$ cat src/rtl/mealy_pattern_detector_n.sv
// DEPTH-sample serial window compared against CHANNELS programmable masked patterns, Mealy outputs.
// Optional saturating per-channel hit counters are built when MEALY_HIT_COUNT_EN is defined.

module mealy_pattern_detector_n_chan #(
  parameter int DEPTH = 4,
  parameter int CNT_W = 8
) (
  input  logic             clock,
  input  logic             reset_n,
  input  logic             accept,
  input  logic             clear,
  input  logic             no_overlap,
  input  logic [DEPTH-1:0] w,
  input  logic [DEPTH-1:0] vpos,
  input  logic [DEPTH-1:0] pat,
  input  logic [DEPTH-1:0] msk,
  output logic             o,
  output logic [CNT_W-1:0] cnt
);
  localparam int BW = $clog2(DEPTH);

  logic [BW-1:0] blk;
  logic          match;

  // A cared position must be both inside the filled window and equal to the pattern.
  assign match = &(~msk | (vpos & ~(w ^ pat)));
  assign o     = reset_n & accept & match & (blk == '0);

  always_ff @(posedge clock or negedge reset_n) begin
    if (!reset_n)                 blk <= '0;
    else if (clear || !no_overlap) blk <= '0;
    else if (o)                   blk <= BW'(DEPTH-1);
    else if (accept && blk != '0) blk <= blk - 1'b1;
  end

`ifdef MEALY_HIT_COUNT_EN
  always_ff @(posedge clock or negedge reset_n) begin
    if (!reset_n)               cnt <= '0;
    else if (clear)             cnt <= '0;
    else if (o && cnt != '1)    cnt <= cnt + 1'b1;
  end
`else
  assign cnt = '0;
`endif
endmodule

module mealy_pattern_detector_n #(
  parameter int DEPTH    = 4,
  parameter int CHANNELS = 2,
  parameter int CNT_W    = 8
) (
  input  logic                         clock,
  input  logic                         reset_n,
  input  logic                         i_valid,
  input  logic                         i,
  input  logic                         clear,
  input  logic                         no_overlap,
  input  logic [CHANNELS*DEPTH-1:0]    pattern,
  input  logic [CHANNELS*DEPTH-1:0]    mask,
  output logic [CHANNELS-1:0]          o,
  output logic [$clog2(DEPTH)-1:0]     fill,
  output logic [CHANNELS*CNT_W-1:0]    hit_count
);
  localparam int FW = $clog2(DEPTH);

  logic [DEPTH-2:0] hist;
  logic [DEPTH-1:0] w, vpos;
  logic             accept;

  assign accept = i_valid & ~clear;
  assign w      = {hist, i};

  always_comb begin
    vpos = '0;
    for (int k = 0; k < DEPTH; k++) vpos[k] = (k <= int'(fill));
  end

  // Shifting in w[DEPTH-2:0] places i at hist[0] and ages every older sample by one.
  always_ff @(posedge clock or negedge reset_n) begin
    if (!reset_n) begin
      hist <= '0;
      fill <= '0;
    end else if (clear) begin
      hist <= '0;
      fill <= '0;
    end else if (i_valid) begin
      hist <= w[DEPTH-2:0];
      if (fill != FW'(DEPTH-1)) fill <= fill + 1'b1;
    end
  end

  for (genvar c = 0; c < CHANNELS; c++) begin : g_chan
    mealy_pattern_detector_n_chan #(.DEPTH(DEPTH), .CNT_W(CNT_W)) u_chan (
      .clock      (clock),
      .reset_n    (reset_n),
      .accept     (accept),
      .clear      (clear),
      .no_overlap (no_overlap),
      .w          (w),
      .vpos       (vpos),
      .pat        (pattern[c*DEPTH +: DEPTH]),
      .msk        (mask[c*DEPTH +: DEPTH]),
      .o          (o[c]),
      .cnt        (hit_count[c*CNT_W +: CNT_W])
    );
  end
endmodule

$ cat config.mk
export PLATFORM = sky130hd
export DESIGN_NAME = mealy_pattern_detector_n
export DESIGN_NICKNAME = d
export VERILOG_FILES = /design/src/rtl/mealy_pattern_detector_n.sv
export SDC_FILE = /design/constraint.sdc
export NUM_CORES = 1
export LEC_CHECK = 0
export ABC_AREA = 1
export BUFFER_PORTS_ARGS = -buffer_cell sky130_fd_sc_hd__clkbuf_2
export CAP_MARGIN = 20
export CORE_ASPECT_RATIO = 0.75
export CORE_MARGIN = 2
export CORE_UTILIZATION = 49
export CTS_BUF_LIST = sky130_fd_sc_hd__clkbuf_8 sky130_fd_sc_hd__clkbuf_16
export DETAILED_ROUTE_END_ITERATION = 8
export GPL_ROUTABILITY_DRIVEN = 0
export GPL_TIMING_DRIVEN = 0
export PLACE_DENSITY = 0.84
export SYNTH_ARGS = -nofsm -noshare
export SYNTH_HDL_FRONTEND = slang
export SYNTH_SLANG_ARGS = --single-unit
$ cat constraint.sdc
create_clock -name clock -period 3.9 [get_ports clock]
set_clock_uncertainty 0.15 [all_clocks]
set_input_delay 0.39 -clock clock [delete_from_list [all_inputs] [get_ports clock]]
set_output_delay 0.39 -clock clock [all_outputs]
set_load 0.05 [all_outputs]
==> results.md, run 1 <==
- Register bit total from synthesis: 9
- Unique masters post-synth: 14
- Final Routed Wirelength: 1.98 mm
- Initial drt markers: 8
- Sequential share of power: 31.4%
- Drt wl/cell: 9.75 um
- Core ar.: 0.00169 sq mm
- CTS root buf: clkbuf_8
- GRT Overall Usage: 19.8%
- Dpl ws: 1.79 ns
- CTS tree: done
- CP dominant cell by count: clkbuf_2
- R2R Setup Slk: 2.30 ns
- Vias: 888
- Antenna Nets Post-Route: 0
- Starting Density: 51.0%
- Sequential area share after synthesis: 26.1%
- Final hold vios: 0
- Clock power frac: 32.1%
- Synthesis Warnings: 0
- Worst setup margin: 1.27 ns
- Post-CTS Resized: 0
- Layout cell share with drive strength beyond 1: 28.7%
- Post-Synthesis Cells: 136
- Combinational Power Share: 36.6%
- Area of the mapped netlist: 863 sq um
- Crit path max fanout: 10
- H-tree depth: 1
- Status: complete, no violations
- Final net count: 209
- Final setup fails: 0
- Crit path launch type: input port
- Placed Area: 0.00107 sq mm
- HPWL after DPL: 1.65 mm
- Residual DRC: 0
- # rows: 13
- CP cell instances: dlygate4sd3_1, clkbuf_2, nand3_1, nor2_1, nand2_1, nor2_2, nand2_2, inv_1, buf_4, clkbuf_2
- Final core occ: 66.6%
- Fin area: 0.00113 sq mm
- Die Y: 40.4 um
- Critical Path AT: 2.09 ns
- Leakage: 0.748 nW
- Commonest non-fill, non-tap cell in the layout: nand2_1
- Initial DRT Pass Iterations: 4
- P_sw: 0.000127 W
- Io pins: 42
- WS Path Type: in2out
- CP Buf/Inv Count: 5
- Area Growth Syn to Fin: 30.6%
- Clock Latency Late Sink: 0.24 ns
- Max Clk Rate: 381 MHz
- Switching Share: 37.9%
- First-pass GRT wire length: 2.91 mm
- Setup bufs post-CTS: 0
- Worst Path Required: 3.36 ns
- Slowest-stage cell, CP: dlygate4sd3_1
- Sink Count: 9
- Int Power: 0.000209 W
- Period utilization: 67.4%
- Total Power Consumption: 0.000336 W
- Largest net degree at the start of global routing: 11
- Fin. max-slew vios: 0
- Setup TNS: 0 ns
- Mapped Avg Cell Area: 6.35 sq um
- Crit path max-delay family: buffers and inverters
- Max-cap violations: 0
- Chip Width: 52.5 um
- GRT Residual Overflow: 0
- Setup crit end kind: output port
- Worst hold path class: in2reg
- Number of vias per cell: 4.37
- Die footprint: 0.00212 sq mm
- RSZ-0062 raised after global routing: false
- Port bufs: 25
- Antenna cells: 0
- Slowest Stage Delay on Critical Path: 0.52 ns
- Power density over the cells: 298 mW/mm^2
- Vias in the first global route: 762
- Clk slew on worst S/H paths: 0.04 ns
- Num CTS Buffers: 3
- Final worst path period need: 2.63 ns
- Initial antenna violation count: 0
- Largest buffer count on any clock path: 2
- Commonest non-fill, non-tap cells in the layout: 36 x nand2_1, 33 x inv_1, 25 x clkbuf_2
- Max VDD drop: 0.000214 V
[area by class of cell]
cell class / count / area, sq um
inverter: 32 / 120
buffer: 18 / 135
tap: 22 / 27.5
sequential: 9 / 225
fill: 160 / 564
clock inverter: 1 / 3.75
multi-input combinational: 92 / 439
timing repair buffer: 26 / 135
clock buffer: 3 / 41.3
[sequential cells by signal, indices dropped and copies added, names as in the netlist]
signal             flops
g_chan.u_chan.blk      4
fill                   2
hist                   3
[logic make-up after synthesis]
group           count (synthesis)  share of synthesized area [%]
compound gates                 10                           6.52
fa+ha+maj                       5                           7.25
buf+inv                        50                           29.6
flops                           9                           26.1
other cells                     1                          0.434
simple gates                   61                           30.1
[stage by stage]
stage | instances | hold WS [ns]
floorplan | 151 | -0.0556
global placement | 198 | 0.116
detailed placement | 198 | 0.122
CTS | 203 | 0.183
global route | 203 | 0.186
finish | 203 | 0.189
[cell usage after synthesis]
master	number	area share [%]
o21ai_0	3	1.7
nor2_1	6	2.6
nand2_1	36	16
nor2_2	2	1.4
inv_1	32	14
a211oi_1	1	0.87
conb_1	1	0.43
a21oi_1	3	1.7
o22ai_1	3	2.2
buf_4	18	16
nand3_1	13	7.5
ha_1	5	7.2
nand2_2	4	2.9
dfrtp_1	9	26
[power groups by stage]
stage          registers (W)  logic (W)  clock network, W
2_1_floorplan       0.000112  0.0000878                 0
4_1_cts             0.000105   0.000122          0.000111
3_3_place_gp        0.000106   0.000116                 0
5_1_grt             0.000106   0.000134          0.000116
3_5_place_dp        0.000107   0.000121                 0
6_report            0.000105   0.000123          0.000108
[final timing paths]
kind                                          from                      end  depth (start not counted)
setup / recovery                           reset_n                     o[0]                         10
hold / removal                               clear                  fill[1]                          2
setup reg to reg                           fill[0]  g_chan[0].u_chan.blk[0]                         12
hold reg to reg            g_chan[1].u_chan.blk[0]  g_chan[1].u_chan.blk[0]                          2
max in group asynchronous                  reset_n  g_chan[0].u_chan.blk[0]                          2
min in group asynchronous                  reset_n  g_chan[1].u_chan.blk[1]                          2
[repair_timing]
action | in CTS | in global routing
hold endpoints to repair | 9 | 0
setup endpoints to repair | 0 | 0
hold buffers | 1 | 0
[routing by layer]
| layer | vias up | global-route usage [%] | share of wire, % |
|---|---|---|---|
| li1 | 463 | - | - |
| met1 | 380 | 22.1 | 43 |
| met2 | 41 | 35.3 | 49 |
| met3 | 4 | 7.09 | 6.7 |
| met4 | 0 | 7.69 | 0.86 |
| met5 | - | 0 | 0 |
Power figures use the tool's default switching activity.
==> run 2: changes to the inputs <==
Settings changed: CORE_UTILIZATION 49 to 45, PLACE_DENSITY 0.84 to 0.78.
Clock period 3.9 ns to 2.5 ns, I/O delays scaled along.
==> run 2 against run 1 <==
Effect of this change:
- sequential share of layout area about the same
- critical path depth did not move
- worst setup slack worse by 1.1 ns
- first-iteration DRC count is 25% higher
- total power rose by 53%
- clock power grew 49%
- sequential power increased by 56%
- flip-flop and latch count unchanged
- design area up 0.22%
- register-to-register slack worse by 1.4 ns
==> results.md, run 2 (same netlist as run 1, synthesis figures left out) <==
- RSZ-0062 raised after global routing: false
- Fin. max-slew vios: 0
- Starting Density: 48.7%
- # rows: 13
- CTS root buf: clkbuf_8
- Final hold vios: 0
- Die Y: 41.9 um
- Area Growth Syn to Fin: 30.9%
- Drt wl/cell: 8.11 um
- Largest net degree at the start of global routing: 11
- Num CTS Buffers: 3
- Setup crit end kind: output port
- Clock power frac: 31.4%
- Fillers: 168
- Worst setup margin: 0.208 ns
- Int Power: 0.000325 W
- Vias in the first global route: 705
- Residual DRC: 0
- Largest buffer count on any clock path: 2
- Initial drt markers: 10
- First-pass GRT wire length: 2.70 mm
- Vias: 846
- GRT Overall Usage: 15.9%
- Worst Setup SP: reset_n
- Setup TNS: 0 ns
- Final setup fails: 0
- Power density over the cells: 455 mW/mm^2
- WS Path Type: in2out
- Dpl cells: 198
- Critical Path AT: 1.89 ns
- Setup bufs post-CTS: 0
- Commonest non-fill, non-tap cells in the layout: 36 x nand2_1, 33 x inv_1, 24 x clkbuf_2
- Max VDD drop: 0.000384 V
- Clock Latency Late Sink: 0.23 ns
- WHS: 0.0510 ns
- Leakage: 0.749 nW
- Status: complete, no violations
- Top Registers: g_chan.u_chan.blk (4), hist (3), fill (2)
- Final Routed Wirelength: 1.65 mm
- Initial antenna violation count: 0
- Sink Count: 9
- P_sw: 0.000189 W
- Final net count: 209
- Layout cell share with drive strength beyond 1: 28.7%
- HPWL after DPL: 1.42 mm
- Dpl ws: 0.568 ns
- Worst Path Required: 2.10 ns
- H-tree depth: 1
- Number of vias per cell: 4.17
- Combinational Power Share: 36.7%
- Most flop-heavy register: g_chan.u_chan.blk
- Antenna Nets Post-Route: 0
- Max reg flops: 4
- Max Clk Rate: 436 MHz
- Antenna cells: 0
- Commonest non-fill, non-tap cell in the layout: nand2_1
- Worst reg2reg path startpoint: fill[0]
- Finished Layout Cells: 203
- Core ar.: 0.00177 sq mm
- Max-cap violations: 0
- Switching Share: 36.7%
- Crit path launch type: input port
- Worst hold path class: in2reg
- Worst Hold Launch: clear
- Period utilization: 91.7%
- Final worst path period need: 2.29 ns
- Crit path max fanout: 10
- Clk slew on worst S/H paths: 0.04 ns
- CTS tree: done
- Total Power Consumption: 0.000514 W
- Io pins: 42
- GRT Residual Overflow: 0
- Initial DRT Pass Iterations: 4
- Die footprint: 0.00229 sq mm
- Sequential share of power: 31.9%
- Port bufs: 25
- Chip Width: 54.6 um
-- run 2: area by class of cell --
cell class              instances  area (sq um)  area share [%]
multi-input cells              92           439            38.9
flip-flops and latches          9           225            19.9
repair buffers                 26           138            12.2
plain buffers                  18           135            12.0
inverters                      32           120            10.6
clock buffers                   3          41.3            3.65
well taps                      22          27.5            2.44
clock inverters                 1          3.75           0.332
-- run 2: metrics by stage --
stage | area, sq um | util (%)
floorplan | 920 | -
global placement | 1070 | 60.5
detailed placement | 1070 | 60.5
CTS | 1130 | 63.6
global route | 1130 | 63.7
finish | 1130 | 63.7
-- run 2: power groups by stage --
stage	Combinational, W	Sequential, W	Clock [W]
floorplan	0.000137	0.000175	0
CTS	0.000188	0.000164	0.000167
global route	0.000208	0.000166	0.000177
global placement	0.000181	0.000165	0
finish	0.000189	0.000164	0.000161
detailed placement	0.000186	0.000166	0
-- run 2: timing repair --
action / CTS / global route
endpoints found under the setup margin: 0 / 1
hold endpoints to repair: 9 / 0
hold buffers: 1 / 0
resized for setup: 0 / 2
-- run 2: worst paths after layout --
path                       slack [ns]  depth (start not counted)                 endpoint
setup / recovery                 0.21                         10                     o[0]
hold / removal                   0.05                          2                  fill[1]
setup reg to reg                 0.90                         12  g_chan[0].u_chan.blk[1]
hold reg to reg                  0.39                          2  g_chan[1].u_chan.blk[1]
max in group asynchronous        1.80                          2                  fill[0]
min in group asynchronous        0.26                          2                  hist[2]
-- run 2: routing by layer --
| layer | wire length, um | GRT usage [%] | part of all wire, % | vias up |
|---|---|---|---|---|
| met5 | 0 | 0 | 0 | - |
| met4 | 11 | 3.00 | 0.67 | 0 |
| met3 | 94 | 5.40 | 5.7 | 2 |
| met2 | 774 | 26.3 | 47 | 22 |
| met1 | 765 | 19.9 | 46 | 357 |
| li1 | - | - | - | 465 |
-- run 2: worst max-delay path: stages --
cell and delay, ns:
dlygate4sd3_1 0.52, clkbuf_4 0.21, nand3_1 0.11, nor2_1 0.11, nand2_1 0.07, nor2_2 0.11
nand2_2 0.09, inv_1 0.07, buf_4 0.09, clkbuf_2 0.26
==> run 3: changes to the inputs <==
Settings changed: REMOVE_ABC_BUFFERS set to 1.
==> run 3 against run 2 <==
Effect of this change:
- sequential share of layout area is 2.8 points higher
- clock power up 6%
- via count fell by 4.5%
- register-to-register slack hardly changed
- first-iteration DRC count increased by 20%
- die area stayed put
- sequential power barely moved
- critical endpoint is now o[1]
- largest cell class unchanged
- highest routed layer unchanged
==> results.md, run 3 (same netlist as run 1, synthesis figures left out) <==
- Clk slew on worst S/H paths: 0.05 ns
- Worst reg2reg path startpoint: fill[0]
- Die Y: 41.9 um
- Crit path max fanout: 10
- Final worst path period need: 2.27 ns
- CP dominant cell by count: clkbuf_2
- Worst Path Required: 2.10 ns
- Sink Count: 9
- Max Clk Rate: 440 MHz
- Status: complete, no violations
- Crit path max-delay family: buffers and inverters
- Final Routed Wirelength: 1.81 mm
- Critical Path AT: 1.87 ns
- Fillers: 191
- Worst Hold Launch: clear
- Num CTS Buffers: 3
- R2R Setup Slk: 0.89 ns
- Crit path launch type: input port
- FF-to-FF End: g_chan[1].u_chan.blk[1]
- Commonest non-fill, non-tap cells in the layout: 36 x nand2_1, 33 x inv_1, 25 x clkbuf_2
- Reg2Reg Depth: 12
- Vias in the first global route: 786
- Total Power Consumption: 0.000503 W
- Core ar.: 0.00177 sq mm
- Initial DRT Pass Iterations: 4
- Final net count: 191
- HPWL after DPL: 1.49 mm
- WHS Path Cells: 2
- GRT Overall Usage: 18.7%
- CP Buf/Inv Count: 4
- GRT Residual Overflow: 0
- Antenna cells: 0
- Vias: 808
- Commonest non-fill, non-tap cell in the layout: nand2_1
- Chip Width: 54.6 um
- # rows: 13
- Port bufs: 25
- Final hold vios: 0
- Max VDD drop: 0.000377 V
- Starting Density: 48.7%
- Worst setup margin: 0.229 ns
- Power density over the cells: 507 mW/mm^2
- Top Registers: g_chan.u_chan.blk (4), hist (3), fill (2)
- Setup crit end kind: output port
- Layout cell share with drive strength beyond 1: 20.9%
- CP cell instances: dlygate4sd3_1, clkbuf_2, nand3_1, nor2_1, nand2_1, nor2_2, nand2_2, inv_1, clkbuf_2
- CTS tree: done
- RSZ-0062 raised after global routing: false
- Fin. max-slew vios: 0
- H-tree depth: 1
- Antenna Nets Post-Route: 0
- Final setup fails: 0
- Slowest-stage cell, CP: dlygate4sd3_1
- WS Path Type: in2out
- Initial antenna violation count: 0
- Number of vias per cell: 4.37
- Worst hold path class: in2reg
- Largest net degree at the start of global routing: 11
- Residual DRC: 0
- Crit path depth: 9
- Max-cap violations: 0
- Area Growth Syn to Fin: 14.9%
- Initial drt markers: 12
- Period utilization: 90.8%
- CTS root buf: clkbuf_8
- First-pass GRT wire length: 3.13 mm
- Setup TNS: 0 ns
- Die footprint: 0.00229 sq mm
- Clock Latency Late Sink: 0.23 ns
- Largest buffer count on any clock path: 2
- Max reg flops: 4
- Dpl ws: 0.677 ns
- Worst Setup SP: reset_n
- Io pins: 42
- Leakage: 0.650 nW
- Hold EP: fill[1]
- Drt wl/cell: 9.79 um
- Slowest Stage Delay on Critical Path: 0.52 ns
- Most flop-heavy register: g_chan.u_chan.blk
[run 3: per-stage QoR]
step                      cells  hold slack, ns  instance area (sq um)  utilization, %
after floorplan             133          -0.196                    785               -
after global placement      180         -0.0250                    937            52.9
after detailed placement    180         -0.0212                    937            52.9
after CTS                   185          0.0389                    992            56.0
after global routing        185          0.0406                    992            56.0
final                       185          0.0430                    992            56.0
[run 3: layout make-up]
cell class / count / area [sq um] / area share [%]
multi-input combinational: 92 / 439 / 44.3
sequential: 9 / 225 / 22.7
timing repair buffer: 26 / 135 / 13.6
inverter: 32 / 120 / 12.1
clock buffer: 3 / 41.3 / 4.16
tap: 22 / 27.5 / 2.77
clock inverter: 1 / 3.75 / 0.378
[run 3: routing by layer]
metal,GRT usage (%),vias to the layer above,wire [um]
met2,31.6,29,853
met1,23.3,349,841
met3,2.52,2,110
li1,-,428,-
met4,7.50,0,7
met5,0,-,0
[run 3: power breakdown]
group	total (W)	switching [W]	internal (W)
Combinational	0.000170	0.000126	0.0000437
Sequential	0.000164	0.00000714	0.000157
Clock	0.000170	0.0000623	0.000107
[run 3: how the worst max path moves through the flow]
stage | end
after global routing | o[1]
after floorplan | o[1]
after global placement | o[0]
after CTS | o[1]
after detailed placement | o[1]
final | o[1]
[run 3: timing repair]
| item | in CTS | in global routing |
|---|---|---|
| resized for setup | 0 | 0 |
| setup buffers | 0 | 0 |
| endpoints found under the hold margin | 9 | 0 |
| hold buffers | 1 | 0 |
